**src/rtl/data_mem_arbiter.sv**
```systemverilog
// ---------------------------------------------------------------------------
// data_mem_arbiter
//   Two-port round-robin arbiter/sequencer in front of a single-port data
//   memory. Each requester issues one word read or write at a time. The block
//   grants one of them, holds the access on the memory for MEM_WAIT cycles,
//   captures read data and returns a one-cycle ack to the owner.
//
// Ports
//   clk, rst (asynchronous, active-low)
//   m0_req/m0_we/m0_adr/m0_wdata -> m0_ack/m0_rdata : requester 0
//   m1_req/m1_we/m1_adr/m1_wdata -> m1_ack/m1_rdata : requester 1
//   mem_adr/mem_wdata/mem_read/mem_write -> memory, mem_rdata <- memory
//   busy  : transaction in progress (state != IDLE)
//   owner : port owning the current/last transaction
// ---------------------------------------------------------------------------
module data_mem_arbiter #(
  parameter int AW       = 32,
  parameter int DW       = 32,
  parameter int MEM_WAIT = 1
) (
  input  logic          clk,
  input  logic          rst,
  input  logic          m0_req,
  input  logic          m0_we,
  input  logic [AW-1:0] m0_adr,
  input  logic [DW-1:0] m0_wdata,
  output logic          m0_ack,
  output logic [DW-1:0] m0_rdata,
  input  logic          m1_req,
  input  logic          m1_we,
  input  logic [AW-1:0] m1_adr,
  input  logic [DW-1:0] m1_wdata,
  output logic          m1_ack,
  output logic [DW-1:0] m1_rdata,
  output logic [AW-1:0] mem_adr,
  output logic [DW-1:0] mem_wdata,
  output logic          mem_read,
  output logic          mem_write,
  input  logic [DW-1:0] mem_rdata,
  output logic          busy,
  output logic          owner
);

  // A wait of 0 would leave no cycle to present the access, so it is clamped.
  localparam int WAIT_EFF = (MEM_WAIT < 1) ? 1 : MEM_WAIT;
  // Counter only needs to hold WAIT_EFF-1.
  localparam int CW = (WAIT_EFF > 1) ? $clog2(WAIT_EFF) : 1;
  localparam logic [CW-1:0] CNT_LOAD = CW'(WAIT_EFF - 1);

  typedef enum logic [1:0] {
    S_IDLE   = 2'd0,
    S_ACCESS = 2'd1,
    S_RESP   = 2'd2
  } state_t;

  state_t        r_state;
  state_t        w_state_next;
  logic [1:0]    w_req;
  logic          w_grant;
  logic          w_grant_port;
  logic          w_capture;
  logic          w_cnt_zero;
  logic [1:0]    w_ack;

  logic          r_owner;
  logic          r_last_owner;
  logic          r_we;
  logic [AW-1:0] r_adr;
  logic [DW-1:0] r_wdata;
  logic [CW-1:0] r_cnt;
  logic [DW-1:0] r_rdata [2];

  assign w_req      = {m1_req, m0_req};
  // On a tie, the port that did not own the last transaction wins.
  assign w_grant_port = (&w_req) ? ~r_last_owner : w_req[1];
  assign w_cnt_zero = (r_cnt == '0);

  // Next-state logic
  always_comb begin
    w_state_next = r_state;
    w_grant      = 1'b0;
    w_capture    = 1'b0;
    case (r_state)
      S_IDLE: begin
        if (|w_req) begin
          w_grant      = 1'b1;
          w_state_next = S_ACCESS;
        end
      end
      S_ACCESS: begin
        if (w_cnt_zero) begin
          w_capture    = ~r_we;
          w_state_next = S_RESP;
        end
      end
      S_RESP:  w_state_next = S_IDLE;
      default: w_state_next = S_IDLE;
    endcase
  end

  // State register
  always_ff @(posedge clk or negedge rst) begin
    if (!rst) begin
      r_state <= S_IDLE;
    end else begin
      r_state <= w_state_next;
    end
  end

  // Request latch, wait counter and round-robin history
  always_ff @(posedge clk or negedge rst) begin
    if (!rst) begin
      r_owner      <= 1'b0;
      r_last_owner <= 1'b1;   // makes port 0 win the first tie after reset
      r_we         <= 1'b0;
      r_adr        <= '0;
      r_wdata      <= '0;
      r_cnt        <= '0;
    end else begin
      if (w_grant) begin
        r_owner <= w_grant_port;
        r_we    <= w_grant_port ? m1_we    : m0_we;
        r_adr   <= w_grant_port ? m1_adr   : m0_adr;
        r_wdata <= w_grant_port ? m1_wdata : m0_wdata;
        r_cnt   <= CNT_LOAD;
      end else if ((r_state == S_ACCESS) && !w_cnt_zero) begin
        r_cnt <= r_cnt - CW'(1);
      end
      if (r_state == S_RESP) begin
        r_last_owner <= r_owner;
      end
    end
  end

  // Per-port read data registers and ack pulses
  generate
    for (genvar gi = 0; gi < 2; gi++) begin : g_port
      always_ff @(posedge clk or negedge rst) begin
        if (!rst) begin
          r_rdata[gi] <= '0;
        end else if (w_capture && (r_owner == 1'(gi))) begin
          r_rdata[gi] <= mem_rdata;
        end
      end
      assign w_ack[gi] = (r_state == S_RESP) && (r_owner == 1'(gi));
    end
  endgenerate

  assign m0_ack    = w_ack[0];
  assign m1_ack    = w_ack[1];
  assign m0_rdata  = r_rdata[0];
  assign m1_rdata  = r_rdata[1];
  assign mem_adr   = r_adr;
  assign mem_wdata = r_wdata;
  // Read is held for the whole access; write only in its last cycle so the
  // memory sees a single write edge.
  assign mem_read  = (r_state == S_ACCESS) && !r_we;
  assign mem_write = (r_state == S_ACCESS) && r_we && w_cnt_zero;
  assign busy      = (r_state != S_IDLE);
  assign owner     = r_owner;

endmodule

```
**config.mk**
```make
export PLATFORM = sky130hd
export DESIGN_NAME = data_mem_arbiter
export DESIGN_NICKNAME = d
export VERILOG_FILES = /design/src/rtl/data_mem_arbiter.sv
export SDC_FILE = /design/constraint.sdc
export NUM_CORES = 1
export LEC_CHECK = 0
export CAP_MARGIN = 20
export CORE_MARGIN = 4
export CORE_UTILIZATION = 41
export CTS_CLUSTER_DIAMETER = 60
export DETAILED_ROUTE_END_ITERATION = 10
export PLACE_DENSITY_LB_ADDON = 0.05
export SKIP_LAST_GASP = 1
export SLEW_MARGIN = 40
export SYNTH_ARGS = -nofsm -noshare
export SYNTH_HDL_FRONTEND = slang
export SYNTH_SLANG_ARGS = --single-unit
export TNS_END_PERCENT = 1
```
**constraint.sdc**
```tcl
create_clock -name clk -period 2 [get_ports clk]
set_clock_uncertainty 0.2 [all_clocks]
set_input_delay 0.4 -clock clk [delete_from_list [all_inputs] [get_ports clk]]
set_output_delay 0.4 -clock clk [all_outputs]
set_load 0.02 [all_outputs]
```
Word-level counts from Yosys, hierarchy flattened --
Index checks and enable logic that the tools add are counted. Widths: inputs -> output; s select.
Storage, ports and cells: register bits 134, output and inout bits 134
Operators by class: $add $sub $neg 1, eq/ne operators 4, mux-type cells 13, bitwise gates (word level) 4, reduce and logical (&&, ||, !) cells 15
Operator list (count):
- $mux 32 | 2
- $logic_and 1x1->1 | 8
- $mux 1 | 8
- $mux 2 | 2
- $ne 2x2->1 const B | 2
- $not 1->1 | 4
- $pmux 2 s2 | 1
- $reduce_and 2->1 | 2
- $reduce_bool 2->1 | 2
- $eq 2x1->1 const B | 1
- $eq 2x2->1 const B | 1
- $logic_not 2->1 | 1
- $reduce_or 2->1 | 1
- $logic_not 1->1 | 1
- $sub 1x1->1 const B | 1

Logic depth before layout (Yosys ltp) --
word-level depth 4, mapped depth 5

Worst setup path before layout --
No wires, ideal clock.
path kind register -> register, from register r_state[1], to register r_adr[10] (netlist: mem_adr[10]), setup time 0.125 ns, arrival 1.541 ns, slack 0.135 ns, cell stages (with the launch flop) 6, path buffers 2, clock period less this slack 1.865 ns, cell sequence dfrtp_1 or2_1 nor2_1 buf_4 buf_4 mux2_2
Between the ends: longest elaborated chain between the ends 2
RTL lines:
- start: declaration | RTL line 56 | state_t r_state;
- start signal: assignment | RTL line 106 | r_state <= w_state_next;
- $logic_not 2->1 | RTL line 83 | case (r_state)
- $mux 1 | RTL line 83
- end signal: assignment | RTL line 123 | r_adr <= w_grant_port ? m1_adr : m0_adr;
- end: declaration | RTL line 68 | logic [AW-1:0] r_adr;
No other way between the ends. A chain may end at the register's enable or synchronous reset.

Worst setup path after layout --
from register r_wdata[29] (netlist: mem_wdata[29]), to output mem_wdata[29]
RTL lines:
- start: declaration | RTL line 69 | logic [DW-1:0] r_wdata;
- start signal: assignment | RTL line 124 | r_wdata <= w_grant_port ? m1_wdata : m0_wdata;
- end: declaration | RTL line 36 | output logic [DW-1:0] mem_wdata,
No word-level cell between the ends.

==> flow_summary.json <==
{
  "gp_congestion": 0.7808,
  "mostFrequentLayoutCell": "clkdlybuf4s50_1",
  "synth-seq-cells": 134,
  "syn_area_um2": 6142,
  "tightest_slew_ps": 347.8,
  "cts_tree": "done",
  "rsz0062_at_grt": "true",
  "firstDrtPassIters": 4,
  "p_comb_share_pct": 51.4,
  "path_cells": "clkdlybuf4s50_1",
  "slew_headroom_pct": 76.82,
  "crit_fanout": 2,
  "worst_slack_ps": -24.72,
  "startpoint_type": "flip-flop",
  "h-tree-depth": 4,
  "critPathTopFamily": "buffers and inverters",
  "wl_per_cell_um": 19.33,
  "cts_num_sinks": 134,
  "die_w_um": 130.4,
  "core_um2": 14590,
  "arrival_ps": 1420,
  "drive_gt1_share_pct": 33.62,
  "max_freq_mhz": 493.9,
  "final_antenna_net_count": 0,
  "synth_top_area_cell": "dfrtp_1",
  "sw_frac_of_total_pct": 34.46,
  "required_ps": 1400,
  "outcome": "finished, violations left",
  "antenna_cells": 0,
  "numCtsBuffers": 17,
  "yosysSeqAreaShare_pct": 54.61,
  "io_buffer_count": 299,
  "syn2layout_area_growth_pct": 63.96,
  "drc": 0,
  "drv_cap": 0,
  "syn_avg_cell_area_um2": 16.65,
  "die_area_um2": 17000,
  "whs_ps": 231.0,
  "grt_pass1_wl_um": 26000,
  "finalHoldViolCount": 0,
  "routed_wl_um": 17130,
  "num_rows": 44,
  "synth_top_area_share_pct": 54.19,
  "fin_area_um2": 10070,
  "synth_nets": 535,
  "place_area_um2": 9459,
  "via_per_inst": 4.817,
  "start_util_pct": 42.10,
  "fin_nets": 855,
  "holdCritPathClass": "in -> async",
  "clkPwrFrac_pct": 19.1,
  "max_stage_delay_ps": 660,
  "violations": "setup timing",
  "clockRootBuffer": "clkbuf_16",
  "p_sw_w": 0.005733,
  "clk_pin_slew_worst_paths_ps": 60,
  "finalPower_w": 0.01663,
  "grt_max_degree": 54,
  "internal_power_w": 0.01090,
  "drv_slew": 0,
  "vias": 4268,
  "worstSetupPathType": "reg -> out",
  "clk_latency_ps": 410,
  "fin_crit_sh_pct": 101.2,
  "grt_pass1_vias": 4701,
  "max-vdd-ir-drop_mv": 0.7779,
  "crit_buf_inv": 1,
  "cts_buffer_depth": 2,
  "synth_cell_types": 22,
  "post-dp-hpwl_um": 13040,
  "ioPinCount": 300,
  "yosys_warnings": 0,
  "antenna_found_initial": 0,
  "critical_path.slowest_cell": "clkdlybuf4s50_1",
  "p_per_area_nw_per_um2": 1652,
  "setup_viol": 8,
  "p_leak_nw": 4.322,
  "synthTopCellsByArea": "dfrtp_1, mux2_4, mux2_2, mux2_1, buf_6",
  "first_iter_violations": 133,
  "pre_cts_ws_ps": -291.0,
  "layout_common_cells": "clkdlybuf4s50_1, dfrtp_1, mux2_2",
  "layout_min_cycle_time_ps": 2025,
  "die_h_um": 130.4,
  "endpoint_kind": "output port",
  "synth_cells": 369,
  "grt_overflow_total": 0,
  "sequentialPowerShare_pct": 29.5,
  "grt_use_total_pct": 20.19
}
==> flip-flops by register name, indices dropped and copies added, names as in the netlist <==
register,flops
m0_rdata,32
m1_rdata,32
mem_adr,32
mem_wdata,32
r_state,2
owner,1
r_cnt,1
r_last_owner,1
r_we,1
==> cells in the mapped netlist <==
cell type / number
buf_2: 9
mux2_4: 78
a21o_1: 1
nand3b_1: 1
dfrtp_1: 133
or2_1: 1
and3_1: 1
nor3b_2: 1
nor4_4: 1
inv_1: 2
or2_2: 1
o21ai_0: 3
buf_6: 6
buf_8: 3
buf_4: 2
nand2b_1: 2
a21bo_2: 1
nor2_1: 5
mux2_1: 21
mux2_2: 95
and2_1: 1
dfstp_2: 1
==> what timing repair did <==
action | 4_1_cts | 5_1_grt
gates resized for setup | 14 | 6
setup endpoints to repair | 90 | 130
hold buffers | 1 | 0
pin swaps | 1 | 1
hold endpoints to repair | 20 | 0
buffers inserted | 1 | 1
==> layout make-up <==
type / instances / area, µm²
Clock buffer: 20 / 446.7
Clock inverter: 12 / 153.9
Fill cell: 1014 / 4518
Inverter: 2 / 7.507
Multi-Input combinational cell: 213 / 2621
Sequential cell: 134 / 3354
Tap cell: 184 / 230.2
Timing Repair Buffer: 321 / 3257
==> through the flow <==
step                cells  utilization [%]  TNS (ps)
finish                886            69.03    -91.05
detailed placement    851            64.84    -15940
floorplan             369                -         0
global placement      851            64.84    -15020
CTS                   885            69.09     -1670
global route          886            69.03     -4028
==> power by group through the flow <==
stage | sequential (W) | combinational, W | clock, W
after floorplan | 0.00651 | 0.00299 | 0
after global placement | 0.00486 | 0.00853 | 0
after detailed placement | 0.00494 | 0.00865 | 0
after CTS | 0.00492 | 0.00867 | 0.00324
after global routing | 0.00507 | 0.00901 | 0.00338
final | 0.00491 | 0.00855 | 0.00318
==> worst paths after layout <==
check | start | end | slack (ps) | cells past startpoint
worst max-delay path | mem_wdata[29]$_DFFE_PN0P_ | mem_wdata[29] | -20 | 1
worst min-delay path | rst | mem_wdata[10]$_DFFE_PN0P_ | 230 | 2
worst max register to register | r_last_owner$_DFFE_PN1N_ | mem_wdata[2]$_DFFE_PN0P_ | 80 | 4
worst min register to register | m1_rdata[7]$_DFFE_PN0P_ | m1_rdata[7]$_DFFE_PN0P_ | 290 | 1
max in group asynchronous | rst | mem_wdata[27]$_DFFE_PN0P_ | 690 | 3
min in group clk | m1_rdata[7]$_DFFE_PN0P_ | m1_rdata[7]$_DFFE_PN0P_ | 290 | 1
==> routing by layer <==
metal / part of all wire, % / vias to the layer above / GRT usage, %
li1: - / 1963 / -
met1: 38 / 2102 / 23.85
met2: 51 / 179 / 33.86
met3: 9.3 / 24 / 7.439
met4: 2.0 / 0 / 7.502
met5: 0 / - / 0
==> logic make-up (layout without fill, tap and decap cells) <==
kind of cell    after synthesis  count (layout)  share of synthesized area, %
mux                         194             194                         40.33
compound gates                5               5                        0.5296
simple gates                 14              14                         1.589
flops                       134             134                         54.61
buf+inv                      22             355                         2.933
No activity file was read; power rests on OpenSTA's default activity.
